$ cat config.mk
export PLATFORM = sky130hd
export DESIGN_NAME = tmds_encoder_4ch
export DESIGN_NICKNAME = d
export VERILOG_FILES = /design/src/rtl/tmds_encoder_4ch.sv
export SDC_FILE = /design/constraint.sdc
export NUM_CORES = 1
export LEC_CHECK = 0
export CORE_ASPECT_RATIO = 1.1
export CORE_MARGIN = 5
export CORE_UTILIZATION = 51
export DETAILED_ROUTE_END_ITERATION = 10
export PLACE_DENSITY = 0.73
export SLEW_MARGIN = 20
export SYNTH_ARGS = -nofsm -noshare
export SYNTH_HDL_FRONTEND = slang
export SYNTH_SLANG_ARGS = --single-unit
$ cat constraint.sdc
create_clock -name pclk -period 4.59 [get_ports pclk]
set_input_delay 0.918 -clock pclk [delete_from_list [all_inputs] [get_ports pclk]]
set_output_delay 0.918 -clock pclk [all_outputs]
set_load 0.02 [all_outputs]
$ cat src/rtl/tmds_encoder_4ch.sv
// Four-lane DVI TMDS encoder: three 8b/10b data lanes plus a constant clock lane.
// Stage 1 minimises transitions, stage 2 DC-balances against a per-lane running disparity.
module tmds_encoder_4ch (
  input  logic       pclk,
  input  logic       rst_n,
  input  logic       de,
  input  logic       hsync,
  input  logic       vsync,
  input  logic [7:0] red,
  input  logic [7:0] green,
  input  logic [7:0] blue,
  output logic [9:0] tmds_0,
  output logic [9:0] tmds_1,
  output logic [9:0] tmds_2,
  output logic [9:0] tmds_3
);

  localparam logic [9:0] CTRL_00   = 10'b1101010100;
  localparam logic [9:0] CTRL_01   = 10'b0010101011;
  localparam logic [9:0] CTRL_10   = 10'b0101010100;
  localparam logic [9:0] CTRL_11   = 10'b1010101011;
  localparam logic [9:0] CLK_SYMBOL = 10'b1111100000;

  function automatic logic [3:0] ones8(input logic [7:0] d);
    logic [3:0] n;
    n = '0;
    for (int i = 0; i < 8; i++) n = n + 4'(d[i]);
    return n;
  endfunction

  function automatic logic [8:0] min_trans(input logic [7:0] d);
    logic [3:0] n1;
    logic       xnor_mode;
    logic [8:0] q;
    n1        = ones8(d);
    xnor_mode = (n1 > 4'd4) || ((n1 == 4'd4) && !d[0]);
    q         = '0;
    q[0]      = d[0];
    for (int i = 1; i < 8; i++)
      q[i] = xnor_mode ? ~(q[i-1] ^ d[i]) : (q[i-1] ^ d[i]);
    q[8] = !xnor_mode;
    return q;
  endfunction

  // Returns {symbol[9:0], next_cnt[4:0]}; diff is (ones - zeros) of qm[7:0].
  function automatic logic [14:0] balance(input logic [8:0] qm, input logic signed [4:0] cnt,
                                          input logic en, input logic [1:0] ctl);
    logic [3:0]        n1;
    logic signed [4:0] diff;
    logic signed [4:0] two_q8;
    logic signed [4:0] cnt_n;
    logic [9:0]        sym;
    n1     = ones8(qm[7:0]);
    diff   = $signed({n1, 1'b0} - 5'd8);
    two_q8 = $signed({3'b000, qm[8], 1'b0});
    sym    = CTRL_00;
    cnt_n  = '0;
    if (!en) begin
      case (ctl)
        2'b00:   sym = CTRL_00;
        2'b01:   sym = CTRL_01;
        2'b10:   sym = CTRL_10;
        default: sym = CTRL_11;
      endcase
    end else if ((cnt == 5'sd0) || (n1 == 4'd4)) begin
      if (qm[8]) begin
        sym   = {2'b01, qm[7:0]};
        cnt_n = cnt + diff;
      end else begin
        sym   = {2'b10, ~qm[7:0]};
        cnt_n = cnt - diff;
      end
    end else if (((cnt > 5'sd0) && (n1 > 4'd4)) || ((cnt < 5'sd0) && (n1 < 4'd4))) begin
      sym   = {1'b1, qm[8], ~qm[7:0]};
      cnt_n = cnt + two_q8 - diff;
    end else begin
      sym   = {1'b0, qm[8], qm[7:0]};
      cnt_n = cnt + diff - (5'sd2 - two_q8);
    end
    return {sym, cnt_n};
  endfunction

  logic [7:0]        din   [3];
  logic [8:0]        qm_q  [3];
  logic signed [4:0] cnt_q [3];
  logic [9:0]        sym_q [3];
  logic [14:0]       bal   [3];
  logic              de_q;
  logic [1:0]        ctl_q;

  assign din[0] = blue;
  assign din[1] = green;
  assign din[2] = red;

  // Only lane 0 carries sync; the other lanes always send control code 00.
  always_comb begin
    bal = '{default: '0};
    for (int l = 0; l < 3; l++)
      bal[l] = balance(qm_q[l], cnt_q[l], de_q, (l == 0) ? ctl_q : 2'b00);
  end

  always_ff @(posedge pclk) begin
    if (!rst_n) begin
      de_q  <= 1'b0;
      ctl_q <= 2'b00;
      for (int l = 0; l < 3; l++) begin
        qm_q[l]  <= '0;
        cnt_q[l] <= '0;
        sym_q[l] <= CTRL_00;
      end
    end else begin
      de_q  <= de;
      ctl_q <= {vsync, hsync};
      for (int l = 0; l < 3; l++) begin
        qm_q[l]  <= min_trans(din[l]);
        cnt_q[l] <= $signed(bal[l][4:0]);
        sym_q[l] <= bal[l][14:5];
      end
    end
  end

  assign tmds_0 = sym_q[0];
  assign tmds_1 = sym_q[1];
  assign tmds_2 = sym_q[2];
  assign tmds_3 = CLK_SYMBOL;

endmodule
==> results of run 1 <==
## registers in the layout, summed over array words and instances, names as in the netlist
| signal | count |
|---|---|
| ctl_q | 2 |
| de_q | 1 |
| sym_q | 30 |
| qm_q | 27 |
| cnt_q | 12 |
## logic make-up after synthesis
family / Yosys count
buffers and inverters: 134
AND/OR/NAND/NOR: 114
AO/OA/AOI/OAI: 108
adder cells (fa/ha/maj): 100
flip-flops: 72
XOR/XNOR: 67
multiplexers: 10
other: 2
## per-stage QoR
stage / setup WS [ns] / utilization (%) / cell area, sq um / hold slack [ns] / setup TNS, ns
floorplan: 0.3077 / - / 5615 / 0.4642 / 0
global placement: 0.006445 / 58.87 / 6364 / 0.5102 / 0
detailed placement: -0.09642 / 58.87 / 6364 / 0.5164 / -0.5800
CTS: 0.02652 / 61.83 / 6684 / 0.5244 / 0
global route: -0.01380 / 62.31 / 6736 / 0.5596 / -0.01380
finish: 0.1643 / 62.31 / 6736 / 0.5270 / 0
## worst max path at each step
stage                            from      endpoint  slack [ns]
after CTS                 qm_q[0][18]  cnt_q[0][14]        0.03
after global routing      qm_q[0][18]  cnt_q[0][14]       -0.01
after detailed placement     green[0]   qm_q[0][14]        -0.1
after floorplan           qm_q[0][18]  cnt_q[0][14]        0.31
after global placement         red[0]   qm_q[0][23]       0.006
final                     qm_q[0][18]  cnt_q[0][14]        0.16
## worst reg2reg max path, stage by stage, from the launching register on
cell      delay (ns)
dfxtp_2         0.34
fa_1            0.53
inv_1           0.05
fa_1            0.48
fa_1            0.55
inv_1           0.05
ha_2            0.20
fa_1            0.58
inv_2           0.09
ha_1            0.22
inv_1           0.08
fa_1            0.44
o21bai_1        0.19
a21oi_1         0.18
o31ai_2         0.09
o221a_2         0.27
## placed cells by master, fill, tap and decap left out, types with 5 or more instances in the layout
cell type,instances
o21ai_0,24
xor2_1,13
ha_1,60
dfxtp_1,71
nand3_1,10
inv_1,109
buf_4,16
and3_1,6
nor3b_1,5
o21bai_1,6
conb_1,10
clkdlybuf4s50_1,58
clkbuf_16,9
nand2_1,15
nor2_1,22
a21oi_1,43
and2_1,15
xnor2_1,44
mux2i_1,9
nor3_1,23
o21a_1,7
fa_1,39
a21o_1,8
## synth_stat cells (5+ instances only)
cell type	count	area [sq um]
inv_1	110	412.9
dfxtp_1	72	1441
ha_1	61	763.2
xnor2_1	46	402.9
a21oi_1	43	215.2
fa_1	39	780.8
o21ai_0	24	120.1
nor3_1	23	115.1
nor2_1	22	82.58
and2_1	15	93.84
nand2_1	15	56.30
xor2_1	15	131.4
clkbuf_1	13	48.80
buf_4	10	75.07
nand3_1	10	50.05
mux2i_1	9	90.09
a21o_1	8	60.06
o21a_1	8	60.06
and3_1	6	37.54
o21bai_1	6	45.04
nor3b_1	5	37.54
## layer usage
layer / GRT usage, % / routed length [microns] / vias up
li1: - / - / 2081
met5: 0 / 0 / -
met2: 31.60 / 5833 / 76
met1: 21.30 / 4750 / 1934
met4: 7.482 / 315 / 0
met3: 3.712 / 397 / 24
## cell type report
type	instances	area (sq um)	area share, %
multi-input cells	409	3676	54.57
flip-flops and latches	72	1443	21.42
repair buffers	74	700.7	10.40
inverters	110	412.9	6.129
clock buffers	10	229.0	3.399
well taps	147	183.9	2.730
clock inverters	6	91.34	1.356
## what timing repair did
item	4_1_cts	5_1_grt
hold buffers	0	0
resized for setup	0	10
buffers inserted	0	1
setup endpoints to repair	0	10
endpoints found under the hold margin	0	0
==> impl_metrics.py, run 1 <==
metrics = {
    "logic_synthesis": {
        "syn-cell-area_sq_um": 5585,
        "synth.avg_cell_area_sq_um": 9.202,
        "post_synth_inst_count": 607,
        "synth_compound_area_share_pct": 12.05,
        "synth.mux.area_fraction_pct": 1.815,
        "postSynth.topFlopCell": "dfxtp_1",
        "synth.distinct_cells": 48,
        "postSynthRegisterBits": 72,
        "synth_enable_flop_cells": 0,
        "yosys_synthesis_warning_count": 0,
        "synth-simple-area-share_pct": 10.75,
        "xor_and_xnor_area_share_after_synthesis_pct": 12.10,
        "ys_seq_area_share_pct": 25.81,
        "ys_async_sr_fraction_pct": 0,
        "main_combinational_cell_family_by_area_after_synthesis": "adder cells",
        "synth_fa_ha_area_share_pct": 27.64,
    },
    "routing": {
        "router_iterations_before_antenna_repair": 4,
        "drc_violation_count_after_routing": 0,
        "wl_per_cell_microns": 13.64,
        "detail_route.wirelength_mm": 11.30,
        "detail_route.iter0.violations": 147,
        "antenna_left": 0,
        "total_via_count_in_the_routed_design": 4115,
        "drt-vias-per-instance": 4.970,
    },
    "finish": {
        "share_of_post_route_cells_with_drive_strength_above_1_pct": 7.636,
        "syn_to_final_growth_pct": 20.61,
        "final_cell_count_no_fill": 828,
        "final_net_count": 805,
        "fillcell_total": 934,
        "num_antenna_cells": 0,
    },
    "clock_tree": {
        "clk_pin_slew_ns": 0.06,
        "numClockSinks": 72,
        "cts_tree": "yes",
        "cts_buffers": 9,
        "cts.path.max_buffers": 2,
        "cts-htree-levels": 3,
        "clkLatencyLatePin_ns": 0.34,
        "clock-root-buffer": "clkbuf_16",
    },
    "timing": {
        "max_slew.worst_pin.slew_ns": 0.8241,
        "setup_viol_count_final": 0,
        "finalCriticalPeriod_ns": 4.426,
        "finalHoldViolCount": 0,
        "worst_slew_margin_rel_pct": 45.06,
        "max_clock_freq_ghz": 0.2260,
        "fin_crit_sh_pct": 96.42,
        "timing_max_transition_violations_final": 0,
        "post_route_skew_ns": 0.009264,
    },
    "critical_path": {
        "critPathKind": "reg -> reg",
        "critical_path.max_stage_delay_ns": 0.58,
        "arrival_ns": 4.65,
        "timing.critical_path.depth": 15,
        "crit_path_frequent_cell": "fa_1",
        "cp_data_required_time_ns": 4.82,
        "r2r_setup_slack_ns": 0.16,
        "crit_fanout": 3,
        "worst_setup_path_start_kind": "register",
        "crit_buf_inv": 4,
        "worst-r2r-cell-count": 15,
        "critPathSlowestCell": "fa_1",
        "worstReg2RegEnd": "cnt_q[0][14]",
        "critical_path.cell_chain": "fa_1 -> inv_1 -> fa_1 -> fa_1 -> inv_1 -> ha_2 -> fa_1 -> inv_2 -> ha_1 -> inv_1 -> fa_1 -> o21bai_1 -> a21oi_1 -> o31ai_2 -> o221a_2",
        "worst_setup_path_end_kind": "register",
        "r2r-start": "qm_q[0][18]",
        "path_delay_family": "adder cells",
    },
    "die": {
        "floorplan.initialDensity_pct": 51.67,
        "die_x_microns": 109.8,
        "die_ar_sq_um": 13150,
        "die_height_microns": 119.8,
        "rows": 40,
        "io_pins": 69,
        "core_area_sq_um": 10810,
    },
    "global_route": {
        "antenna_violations_before_repair": 0,
        "pin_count_of_the_biggest_net_entering_global_routing": 23,
        "groute.usage.overall_pct": 18.13,
        "first_global_vias": 4241,
        "grt_first_pass_wirelength_mm": 19.00,
        "global_route.overflow_total": 0,
    },
    "min_path": {
        "timing.hold.worst.start": "qm_q[0][11]",
        "hold-path-endpoint": "sym_q[0][12]",
        "worstHoldPathType": "reg -> reg",
        "hold-path-cell-count": 2,
    },
    "place": {
        "place.detailed.hpwl_mm": 9.123,
        "place_inst": 811,
        "gp_routability_congestion": 0.8605,
        "io_buffer_count": 58,
    },
    "status": {
        "run_status": "complete, no violations",
    },
    "flow_run": {
        "cap_violations": 0,
    },
}
Power of run 1 is left out: the tool's default activity adds up to more than one toggle a clock period on the data nets, which glitch-free logic cannot reach.
==> run 2, diff against run 1 <==
--- a/config.mk
+++ b/config.mk
@@ -7,9 +7,10 @@
 export LEC_CHECK = 0
 export CORE_ASPECT_RATIO = 1.1
 export CORE_MARGIN = 5
-export CORE_UTILIZATION = 51
+export CORE_UTILIZATION = 53
+export CTS_BUF_LIST = sky130_fd_sc_hd__clkbuf_8
 export DETAILED_ROUTE_END_ITERATION = 10
-export PLACE_DENSITY = 0.73
+export PLACE_DENSITY = 0.76
 export SLEW_MARGIN = 20
 export SYNTH_ARGS = -nofsm -noshare
 export SYNTH_HDL_FRONTEND = slang
==> impl_metrics.py, run 2 (synthesized netlist as in run 1, its figures left out) <==
metrics = {
    "critical_path": {
        "crit_path_start": "qm_q[0][9]",
        "critPathKind": "reg -> reg",
        "worstReg2RegEnd": "cnt_q[0][9]",
        "worst_setup_path_end_kind": "register",
        "r2r-start": "qm_q[0][9]",
        "cp_data_required_time_ns": 4.90,
        "crit_fanout": 3,
        "worst_setup_path_start_kind": "register",
        "critPathCapture": "cnt_q[0][9]",
        "worst-r2r-cell-count": 15,
        "arrival_ns": 4.77,
        "r2r_setup_slack_ns": 0.14,
    },
    "finish": {
        "final_net_count": 804,
        "registers_with_the_most_flip_flops": "sym_q x30, qm_q x27, cnt_q x12",
        "largest_register_ffs": 30,
        "mostFrequentLayoutCells": "inv_1, dfxtp_1, ha_1",
        "largest-register": "sym_q",
        "share_of_post_route_cells_with_drive_strength_above_1_pct": 7.647,
        "commonest_non_fill_non_tap_cell_in_the_layout": "inv_1",
        "syn_to_final_growth_pct": 17.76,
        "final_cell_count_no_fill": 823,
        "postLayoutCellArea_sq_um": 6578,
        "num_antenna_cells": 0,
    },
    "clock_tree": {
        "numClockSinks": 72,
        "clock-root-buffer": "clkbuf_8",
        "cts_buffers": 9,
        "cts_tree": "yes",
        "cts.path.max_buffers": 2,
        "clk_pin_slew_ns": 0.08,
        "cts-htree-levels": 3,
        "clkLatencyLatePin_ns": 0.36,
    },
    "timing": {
        "fin_worst_hold_slack_ns": 0.5197,
        "setup_viol_count_final": 0,
        "finalCriticalPeriod_ns": 4.455,
        "worst_slew_margin_rel_pct": 46.95,
        "fin_crit_sh_pct": 97.06,
        "setup_repair_after_global_routing_missed_its_margin": "no",
        "timing_max_transition_violations_final": 0,
        "max_slew.worst_pin.slew_ns": 0.7958,
        "post_route_skew_ns": 0.01072,
        "max_clock_freq_ghz": 0.2245,
        "finalHoldViolCount": 0,
    },
    "place": {
        "place.detailed.hpwl_mm": 9.128,
        "gp_routability_congestion": 0.8692,
        "place_inst": 806,
        "io_buffer_count": 58,
        "dpl-instance-area_sq_um": 6351,
    },
    "routing": {
        "detail_route.wirelength_mm": 11.15,
        "router_iterations_before_antenna_repair": 4,
        "antenna_left": 0,
        "wl_per_cell_microns": 13.55,
        "drt-vias-per-instance": 5.026,
        "drc_violation_count_after_routing": 0,
        "detail_route.iter0.violations": 169,
        "total_via_count_in_the_routed_design": 4136,
    },
    "global_route": {
        "first_global_vias": 4433,
        "grt_first_pass_wirelength_mm": 19.38,
        "pin_count_of_the_biggest_net_entering_global_routing": 23,
        "groute.usage.overall_pct": 18.78,
        "antenna_violations_before_repair": 0,
        "global_route.overflow_total": 0,
    },
    "die": {
        "rows": 39,
        "die_x_microns": 107.9,
        "core_area_sq_um": 10340,
        "floorplan.initialDensity_pct": 53.99,
        "die_ar_sq_um": 12690,
        "io_pins": 69,
        "die_height_microns": 117.7,
    },
    "status": {
        "run_status": "complete, no violations",
    },
    "flow_run": {
        "cap_violations": 0,
    },
    "min_path": {
        "worstHoldPathType": "reg -> reg",
    },
}
==> run 2: cell count changes in the layout (fill, tap and decap cells not counted), sizes merged <==
cell / before / now
inv: 111 / 112
buf: 16 / 15
clkbuf: 10 / 9
clkinv: 3 / 4
bufinv: 2 / 0
clkinvlp: 0 / 1
==> run 2: routing by layer <==
layer  GRT usage (%)  part of all wire (%)  routed length (microns)
met5               0                     0                        0
met4           9.313                   3.2                      354
met3           2.907                   2.9                      318
met2           33.09                    52                     5758
met1           21.78                    42                     4716
==> run 2: critical path, cell delays in order, from the launching register on <==
cell	delay (ns)
dfxtp_1	0.34
fa_1	0.53
inv_1	0.05
fa_1	0.47
fa_1	0.50
inv_1	0.04
ha_1	0.19
fa_1	0.50
inv_1	0.18
ha_1	0.20
inv_1	0.06
fa_1	0.48
o21bai_1	0.21
and3_1	0.18
o31ai_1	0.24
o221a_2	0.23
==> run 2: worst min-delay path by stage <==
stage | cells after the start | start | to
2_1_floorplan | 2 | qm_q[0][13] | sym_q[0][14]
3_3_place_gp | 2 | qm_q[0][15] | sym_q[0][16]
3_5_place_dp | 2 | qm_q[0][15] | sym_q[0][16]
4_1_cts | 2 | qm_q[0][15] | sym_q[0][16]
5_1_grt | 2 | qm_q[0][15] | sym_q[0][16]
6_report | 2 | qm_q[0][15] | sym_q[0][16]
==> run 2: area by class of cell <==
type,instances,area (sq um)
fill,903,3767
multi-input combinational,409,3679
sequential,72,1443
timing repair buffer,73,693.2
inverter,110,412.9
tap,143,178.9
clock buffer,9,123.9
clock inverter,7,47.55
==> run 2: what timing repair did <==
| action | 4_1_cts | 5_1_grt |
|---|---|---|
| setup buffers | 0 | 1 |
| hold buffers | 0 | 0 |
| resized for setup | 0 | 12 |
| endpoints found under the setup margin | 0 | 21 |
==> run 2: metrics by stage <==
| stage | util, % | TNS [ns] | setup WS (ns) |
|---|---|---|---|
| global route | 63.58 | 0 | 0.009329 |
| detailed placement | 61.39 | -0.5765 | -0.1086 |
| finish | 63.58 | 0 | 0.1351 |
| global placement | 61.39 | 0 | 0.01549 |
| floorplan | - | 0 | 0.3077 |
| CTS | 63.05 | 0 | 0.04229 |
Power of run 2 is left out for the same reason.
